--- config.mk ---
export PLATFORM = sky130hd
export DESIGN_NAME = ms_rst_seq
export DESIGN_NICKNAME = d
export VERILOG_FILES = /design/src/rtl/ms_clk_rst_pkg.sv /design/src/rtl/ms_sync.sv /design/src/rtl/ms_rst_seq.sv
export SDC_FILE = /design/constraint.sdc
export NUM_CORES = 1
export LEC_CHECK = 0
export ABC_AREA = 0
export BUFFER_PORTS_ARGS = -buffer_cell sky130_fd_sc_hd__clkbuf_2
export CORE_UTILIZATION = 54
export DETAILED_ROUTE_END_ITERATION = 8
export PLACE_DENSITY = 0.89
export SYNTH_ARGS = -nofsm -noshare
export SYNTH_HDL_FRONTEND = slang
export SYNTH_HIERARCHICAL = 1
export SYNTH_SLANG_ARGS = --single-unit
export TNS_END_PERCENT = 10
--- constraint.sdc ---
create_clock -name clk -period 2.6 [get_ports clk]
set_clock_uncertainty 0.05 [all_clocks]
set_input_delay 0.39 -clock clk [delete_from_list [all_inputs] [get_ports clk]]
set_output_delay 0.39 -clock clk [all_outputs]
set_load 0.03 [all_outputs]
--- src/rtl/ms_clk_rst_pkg.sv ---
// Shared types for the reset sequencer: FSM state encoding and reset-cause codes.
package ms_clk_rst_pkg;

  typedef enum logic [1:0] {
    HOLD    = 2'd0,
    RELEASE = 2'd1,
    RUN     = 2'd2
  } state_e;

  typedef enum logic [1:0] {
    CAUSE_RST     = 2'b00,
    CAUSE_EXT     = 2'b01,
    CAUSE_SW      = 2'b10,
    CAUSE_CLKFAIL = 2'b11
  } cause_e;

  // Priority among coincident triggers: external > clock failure > software.
  function automatic cause_e f_cause(input logic i_ext, input logic i_fail);
    if (i_ext)       return CAUSE_EXT;
    else if (i_fail) return CAUSE_CLKFAIL;
    else             return CAUSE_SW;
  endfunction

endpackage

--- src/rtl/ms_sync.sv ---
// Multi-flop synchronizer for an asynchronous single-bit input, with selectable reset level.
module ms_sync
  import ms_clk_rst_pkg::*;
#(
  parameter int unsigned STAGES  = 2,
  parameter logic        RST_VAL = 1'b0
) (
  input  logic clk,
  input  logic rst,
  input  logic i_d,
  output logic o_q
);

  logic [STAGES-1:0] r_sync;

  always_ff @(posedge clk) begin
    if (rst) r_sync <= {STAGES{RST_VAL}};
    else     r_sync <= STAGES'({r_sync, i_d});
  end

  assign o_q = r_sync[STAGES-1];

endmodule

--- src/rtl/ms_rst_seq.sv ---
// Ordered multi-domain reset release with programmable per-domain delays,
// external-clock stall monitor with internal-oscillator fallback, and last-reset cause.
module ms_rst_seq
  import ms_clk_rst_pkg::*;
#(
  parameter int unsigned NUM_DOM     = 4,
  parameter int unsigned CNT_W       = 8,
  parameter int unsigned MIN_HOLD    = 16,
  parameter int unsigned MON_TIMEOUT = 64,
  parameter int unsigned SYNC_STAGES = 2
) (
  input  logic                       clk,
  input  logic                       rst,
  input  logic                       xrst_n,
  input  logic                       sw_rst_req,
  input  logic                       mon_en,
  input  logic                       mon_clk_in,
  input  logic                       fail_clr,
  input  logic [NUM_DOM*CNT_W-1:0]   dly,
  output logic [NUM_DOM-1:0]         dom_rst_n,
  output logic                       all_rdy,
  output logic                       clk_fail,
  output logic                       fallback_sel,
  output logic [1:0]                 rst_cause
);

  localparam int unsigned IDX_W  = (NUM_DOM > 1) ? $clog2(NUM_DOM) : 1;
  localparam int unsigned HOLD_W = $clog2(MIN_HOLD + 1);
  localparam int unsigned MON_W  = $clog2(MON_TIMEOUT + 1);

  logic w_xrst_sync;
  logic w_mon_sync;

  ms_sync #(.STAGES(SYNC_STAGES), .RST_VAL(1'b1)) u_sync_xrst (
    .clk (clk),
    .rst (rst),
    .i_d (xrst_n),
    .o_q (w_xrst_sync)
  );

  ms_sync #(.STAGES(SYNC_STAGES), .RST_VAL(1'b0)) u_sync_mon (
    .clk (clk),
    .rst (rst),
    .i_d (mon_clk_in),
    .o_q (w_mon_sync)
  );

  // External clock activity monitor
  logic             r_mon_prev;
  logic [MON_W-1:0] r_mon_cnt;
  logic             r_clk_fail;
  logic             w_mon_edge;
  logic             w_fail_set;
  logic             w_fail_rise;

  assign w_mon_edge  = w_mon_sync ^ r_mon_prev;
  assign w_fail_set  = mon_en && (r_mon_cnt == MON_W'(MON_TIMEOUT - 1));
  // Flag rises on the same edge the sequencer drops all domains.
  assign w_fail_rise = w_fail_set && !r_clk_fail;

  always_ff @(posedge clk) begin
    if (rst) begin
      r_mon_prev <= 1'b0;
      r_mon_cnt  <= '0;
      r_clk_fail <= 1'b0;
    end else begin
      r_mon_prev <= w_mon_sync;
      if (!mon_en || w_mon_edge)
        r_mon_cnt <= '0;
      else if (r_mon_cnt != MON_W'(MON_TIMEOUT))
        r_mon_cnt <= r_mon_cnt + MON_W'(1);
      if (w_fail_set)    r_clk_fail <= 1'b1;
      else if (fail_clr) r_clk_fail <= 1'b0;
    end
  end

  // Sequencer state
  state_e             r_state;
  logic [HOLD_W-1:0]  r_hold_cnt;
  logic [IDX_W-1:0]   r_idx;
  logic [CNT_W-1:0]   r_dly_cnt;
  logic [NUM_DOM-1:0] r_dom_rst_n;
  logic               r_all_rdy;
  cause_e             r_cause;

  state_e             w_state_nxt;
  logic [HOLD_W-1:0]  w_hold_nxt;
  logic [IDX_W-1:0]   w_idx_nxt;
  logic [CNT_W-1:0]   w_dly_cnt_nxt;
  logic [NUM_DOM-1:0] w_dom_nxt;
  logic               w_rdy_nxt;
  cause_e             w_cause_nxt;

  logic               w_trig;
  logic [IDX_W-1:0]   w_idx_inc;
  logic [CNT_W-1:0]   w_dly_reload;

  assign w_trig    = !w_xrst_sync || sw_rst_req || w_fail_rise;
  assign w_idx_inc = r_idx + IDX_W'(1);

  // Delay for the next domain, sampled only at the moment of reload.
  always_comb begin
    w_dly_reload = '0;
    for (int unsigned i = 0; i < NUM_DOM; i++) begin
      if (IDX_W'(i) == w_idx_inc) w_dly_reload = dly[i*CNT_W +: CNT_W];
    end
  end

  always_ff @(posedge clk) begin
    if (rst) begin
      r_state     <= HOLD;
      r_hold_cnt  <= '0;
      r_idx       <= '0;
      r_dly_cnt   <= '0;
      r_dom_rst_n <= '0;
      r_all_rdy   <= 1'b0;
      r_cause     <= CAUSE_RST;
    end else begin
      r_state     <= w_state_nxt;
      r_hold_cnt  <= w_hold_nxt;
      r_idx       <= w_idx_nxt;
      r_dly_cnt   <= w_dly_cnt_nxt;
      r_dom_rst_n <= w_dom_nxt;
      r_all_rdy   <= w_rdy_nxt;
      r_cause     <= w_cause_nxt;
    end
  end

  always_comb begin
    w_state_nxt   = r_state;
    w_hold_nxt    = r_hold_cnt;
    w_idx_nxt     = r_idx;
    w_dly_cnt_nxt = r_dly_cnt;
    w_dom_nxt     = r_dom_rst_n;
    w_rdy_nxt     = r_all_rdy;
    w_cause_nxt   = r_cause;

    if (w_trig) begin
      w_state_nxt = HOLD;
      w_hold_nxt  = '0;
      w_dom_nxt   = '0;
      w_rdy_nxt   = 1'b0;
      w_cause_nxt = f_cause(!w_xrst_sync, w_fail_rise);
    end else begin
      unique case (r_state)
        HOLD: begin
          if (r_hold_cnt == HOLD_W'(MIN_HOLD - 1)) begin
            w_state_nxt   = RELEASE;
            w_idx_nxt     = '0;
            w_dly_cnt_nxt = dly[CNT_W-1:0];
          end else begin
            w_hold_nxt = r_hold_cnt + HOLD_W'(1);
          end
        end
        RELEASE: begin
          if (r_dly_cnt == '0) begin
            for (int unsigned i = 0; i < NUM_DOM; i++) begin
              if (IDX_W'(i) == r_idx) w_dom_nxt[i] = 1'b1;
            end
            if (r_idx == IDX_W'(NUM_DOM - 1)) begin
              w_state_nxt = RUN;
              w_rdy_nxt   = 1'b1;
            end else begin
              w_idx_nxt     = w_idx_inc;
              w_dly_cnt_nxt = w_dly_reload;
            end
          end else begin
            w_dly_cnt_nxt = r_dly_cnt - CNT_W'(1);
          end
        end
        RUN: begin
          w_rdy_nxt = 1'b1;
        end
        default: begin
          w_state_nxt = HOLD;
          w_hold_nxt  = '0;
          w_dom_nxt   = '0;
          w_rdy_nxt   = 1'b0;
        end
      endcase
    end
  end

  assign dom_rst_n    = r_dom_rst_n;
  assign all_rdy      = r_all_rdy;
  assign clk_fail     = r_clk_fail;
  assign fallback_sel = r_clk_fail;
  assign rst_cause    = r_cause;

endmodule

==> flow_summary.ini <==
[synthesis]
syn_area_um2 = 2250
ys_seq_area_share_pct = 32.9
yosys-top-cells-area = dfxtp_1, a21oi_1, ha_1
yosys_register_bits = 37
yosys.area.top_type = dfxtp_1
post-synth-top-count-cell = dfxtp_1
synth_ff_type = dfxtp_1
ys_async_sr_fraction_pct = 0
synth-edff-count = 0
yosysWarnings = 6
yosysTopAreaCellShare_pct = 32.9
synth_cell_types = 53
avgSynthCellArea_um2 = 8.13
synthesis.nets = 329
synth_cells = 277
synth.top_cells.by_count = dfxtp_1, a21oi_1, nor2_1, inv_1, nand2_1

[clock_tree]
clock_sinks = 37
cts_buffers = 5
hold_buffers = 0
htree_levels = 2
cts_resized = 0
clock-root-buffer = clkbuf_8
clkLatencyLatePin_ns = 0.29
clk_path_buf_depth = 2
cts_setup_buffers = 0
clkTransAtPathRegs_ns = 0.07
tritoncts = built

[drt]
dr_total_vias = 2116
ant_nets = 0
drc = 2
avgViaCountPerCell = 5.75
drt-total-wl_um = 5030
drtIter0Drc = 169
post_drt_wl_per_cell_um = 13.7
dr.pass1.iters = 9

[critical_path]
arrival_ns = 2.31
r2r-end = r_idx[1]$_SDFFE_PP0P_
worstReg2RegStart = r_state[1]$_SDFFE_PP0P_
cp_max_fo = 14
startpoint = r_state[1]$_SDFFE_PP0P_
worst_path_max_delay_cell = ha_1
ff2ff_setup_slack_ns = 0.47
crit_top_cell = inv_1
max_stage_delay_ns = 0.47
worstSetupPathType = flop to flop
startpoint_type = flop
cp_cell_sequence = inv_1 -> ha_1 -> inv_1 -> a31oi_1 -> nand3b_1 -> mux2_1 -> nor2_1
endpoint_kind = flop
worstPathRequired_ns = 2.78
reg2regPathDepth = 7

[place]
place_congestion = 0.882
placed_cell_area_um2 = 2480
dp_slack_ns = 0.502
io_buffers = 47
hpwl_um = 3820

[power]
ir_drop_uv = 364
powerDensity_nw_per_um2 = 456
leakagePower_nw = 1.09
p_total_mw = 1.19

[layout]
drive_above_1_share_pct = 21.7
stdcell_area_um2 = 2600
regArea_um2 = 741
fillers = 330
diodes = 0
syn_to_final_growth_pct = 15.5
final_nets = 369
multi_input_area_um2 = 1350

[global_routing]
grt_max_degree = 19
grt_pass1_wl_um = 8550
antenna_found_initial = 0
grt_pass1_vias = 2014
grtUsageTotal_pct = 25.4
gr-total-overflow = 0

[sta]
maxSlewViolCount = 0
fmax_mhz = 468
hold_violations = 0
setup_tns_ns = 0
fin_ws_ns = 0.465
holdWs_ns = 0.230
rsz0062_at_grt = no
fin_crit_sh_pct = 82.1
fin_crit_ns = 2.13
setup_viol = 0
slew_headroom_pct = 59.0
tightest_slew_ns = 0.614

[job]
maxCapViolations = 0

[min_path]
min_path_cells = 2
hold_class = input port to flop
hold_end = u_sync_xrst/r_sync[0]$_SDFF_PP1_
hold_start = xrst_n

[floorplan]
dieArea_um2 = 4430
fp.dieW_um = 66.6
die_y_um = 66.6
pin_count = 48
initial_utilization_pct = 56.3
row_count = 23
core_area_um2 = 4000

[status]
outcome = finished, violations left
violations = design-rule violations
-- area by class of cell --
| type | instances | share of cell area, % |
|---|---|---|
| inverter | 23 | 3.32 |
| multi-input combinational | 202 | 51.8 |
| sequential | 37 | 28.5 |
| timing repair buffer | 48 | 9.34 |
| clock inverter | 2 | 1.44 |
| clock buffer | 6 | 3.18 |
| tap | 50 | 2.41 |
-- logic make-up (layout without fill, tap and decap cells) --
group / count (synthesis) / after routing / share of synthesized area, %
AO/OA/AOI/OAI: 82 / 82 / 24.3
multiplexers: 7 / 7 / 3.28
AND/OR/NAND/NOR: 89 / 89 / 20.7
buffers and inverters: 38 / 79 / 7.28
adder cells (fa/ha/maj): 13 / 13 / 7.23
XOR/XNOR: 11 / 11 / 4.28
flip-flops: 37 / 37 / 32.9
-- layer usage --
metal,routed length [um],global-route usage [%]
met5,0,0
met4,122,10.9
met1,2150,30.1
met2,2440,42.2
met3,317,7.19
-- worst max path at each step --
stage                                     end  slack, ns
finish                  r_idx[1]$_SDFFE_PP0P_       0.47
global route        r_dly_cnt[4]$_SDFFE_PP0P_       0.34
CTS                     r_idx[1]$_SDFFE_PP0P_       0.48
detailed placement      r_idx[1]$_SDFFE_PP0P_       0.50
global placement        r_idx[1]$_SDFFE_PP0P_       0.65
floorplan           r_dly_cnt[2]$_SDFFE_PP0P_       0.79
-- through the flow --
stage	util, %	std cells
after global routing	65.0	368
after CTS	65.0	368
after floorplan	-	277
after global placement	62.0	360
final	65.0	368
after detailed placement	62.0	360
-- cells in the final DEF (no fill, tap or decap), drive strengths merged, types with 5 or more instances in the layout --
cell type and n:
clkbuf 53, dfxtp 37, a21oi 34, nor2 31, inv 23, nand2 22, ha 13, o21ai 13
xnor2 9, a31oi 7, nor3 6, a221o 5, a22oi 5
-- power by group --
part	internal (mW)	leakage (nW)	switching [mW]
Combinational	0.0428	0.732	0.0436
Clock	0.312	0.0574	0.208
Sequential	0.574	0.300	0.00515
-- state kept, by name, summed over array words and instances (netlist names) --
| register | count |
|---|---|
| all_rdy | 1 |
| r_hold_cnt | 5 |
| rst_cause | 2 |
| u_sync_xrst/r_sync | 2 |
| r_mon_cnt | 7 |
| r_dly_cnt | 8 |
| dom_rst_n | 4 |
| r_idx | 2 |
| clk_fail | 1 |
| r_mon_prev | 1 |
| r_state | 2 |
| u_sync_mon/r_sync | 2 |
-- worst max-delay path: cells and delay by family (launching register included) --
kind                     cells  cell delay (ns)
adder cells (fa/ha/maj)      1             0.47
AND/OR/NAND/NOR              2             0.27
AO/OA/AOI/OAI                1             0.21
multiplexers                 1             0.33
flip-flops                   1             0.33
buffers and inverters        2             0.41
Note: power is estimated with default switching activity, not from simulation.
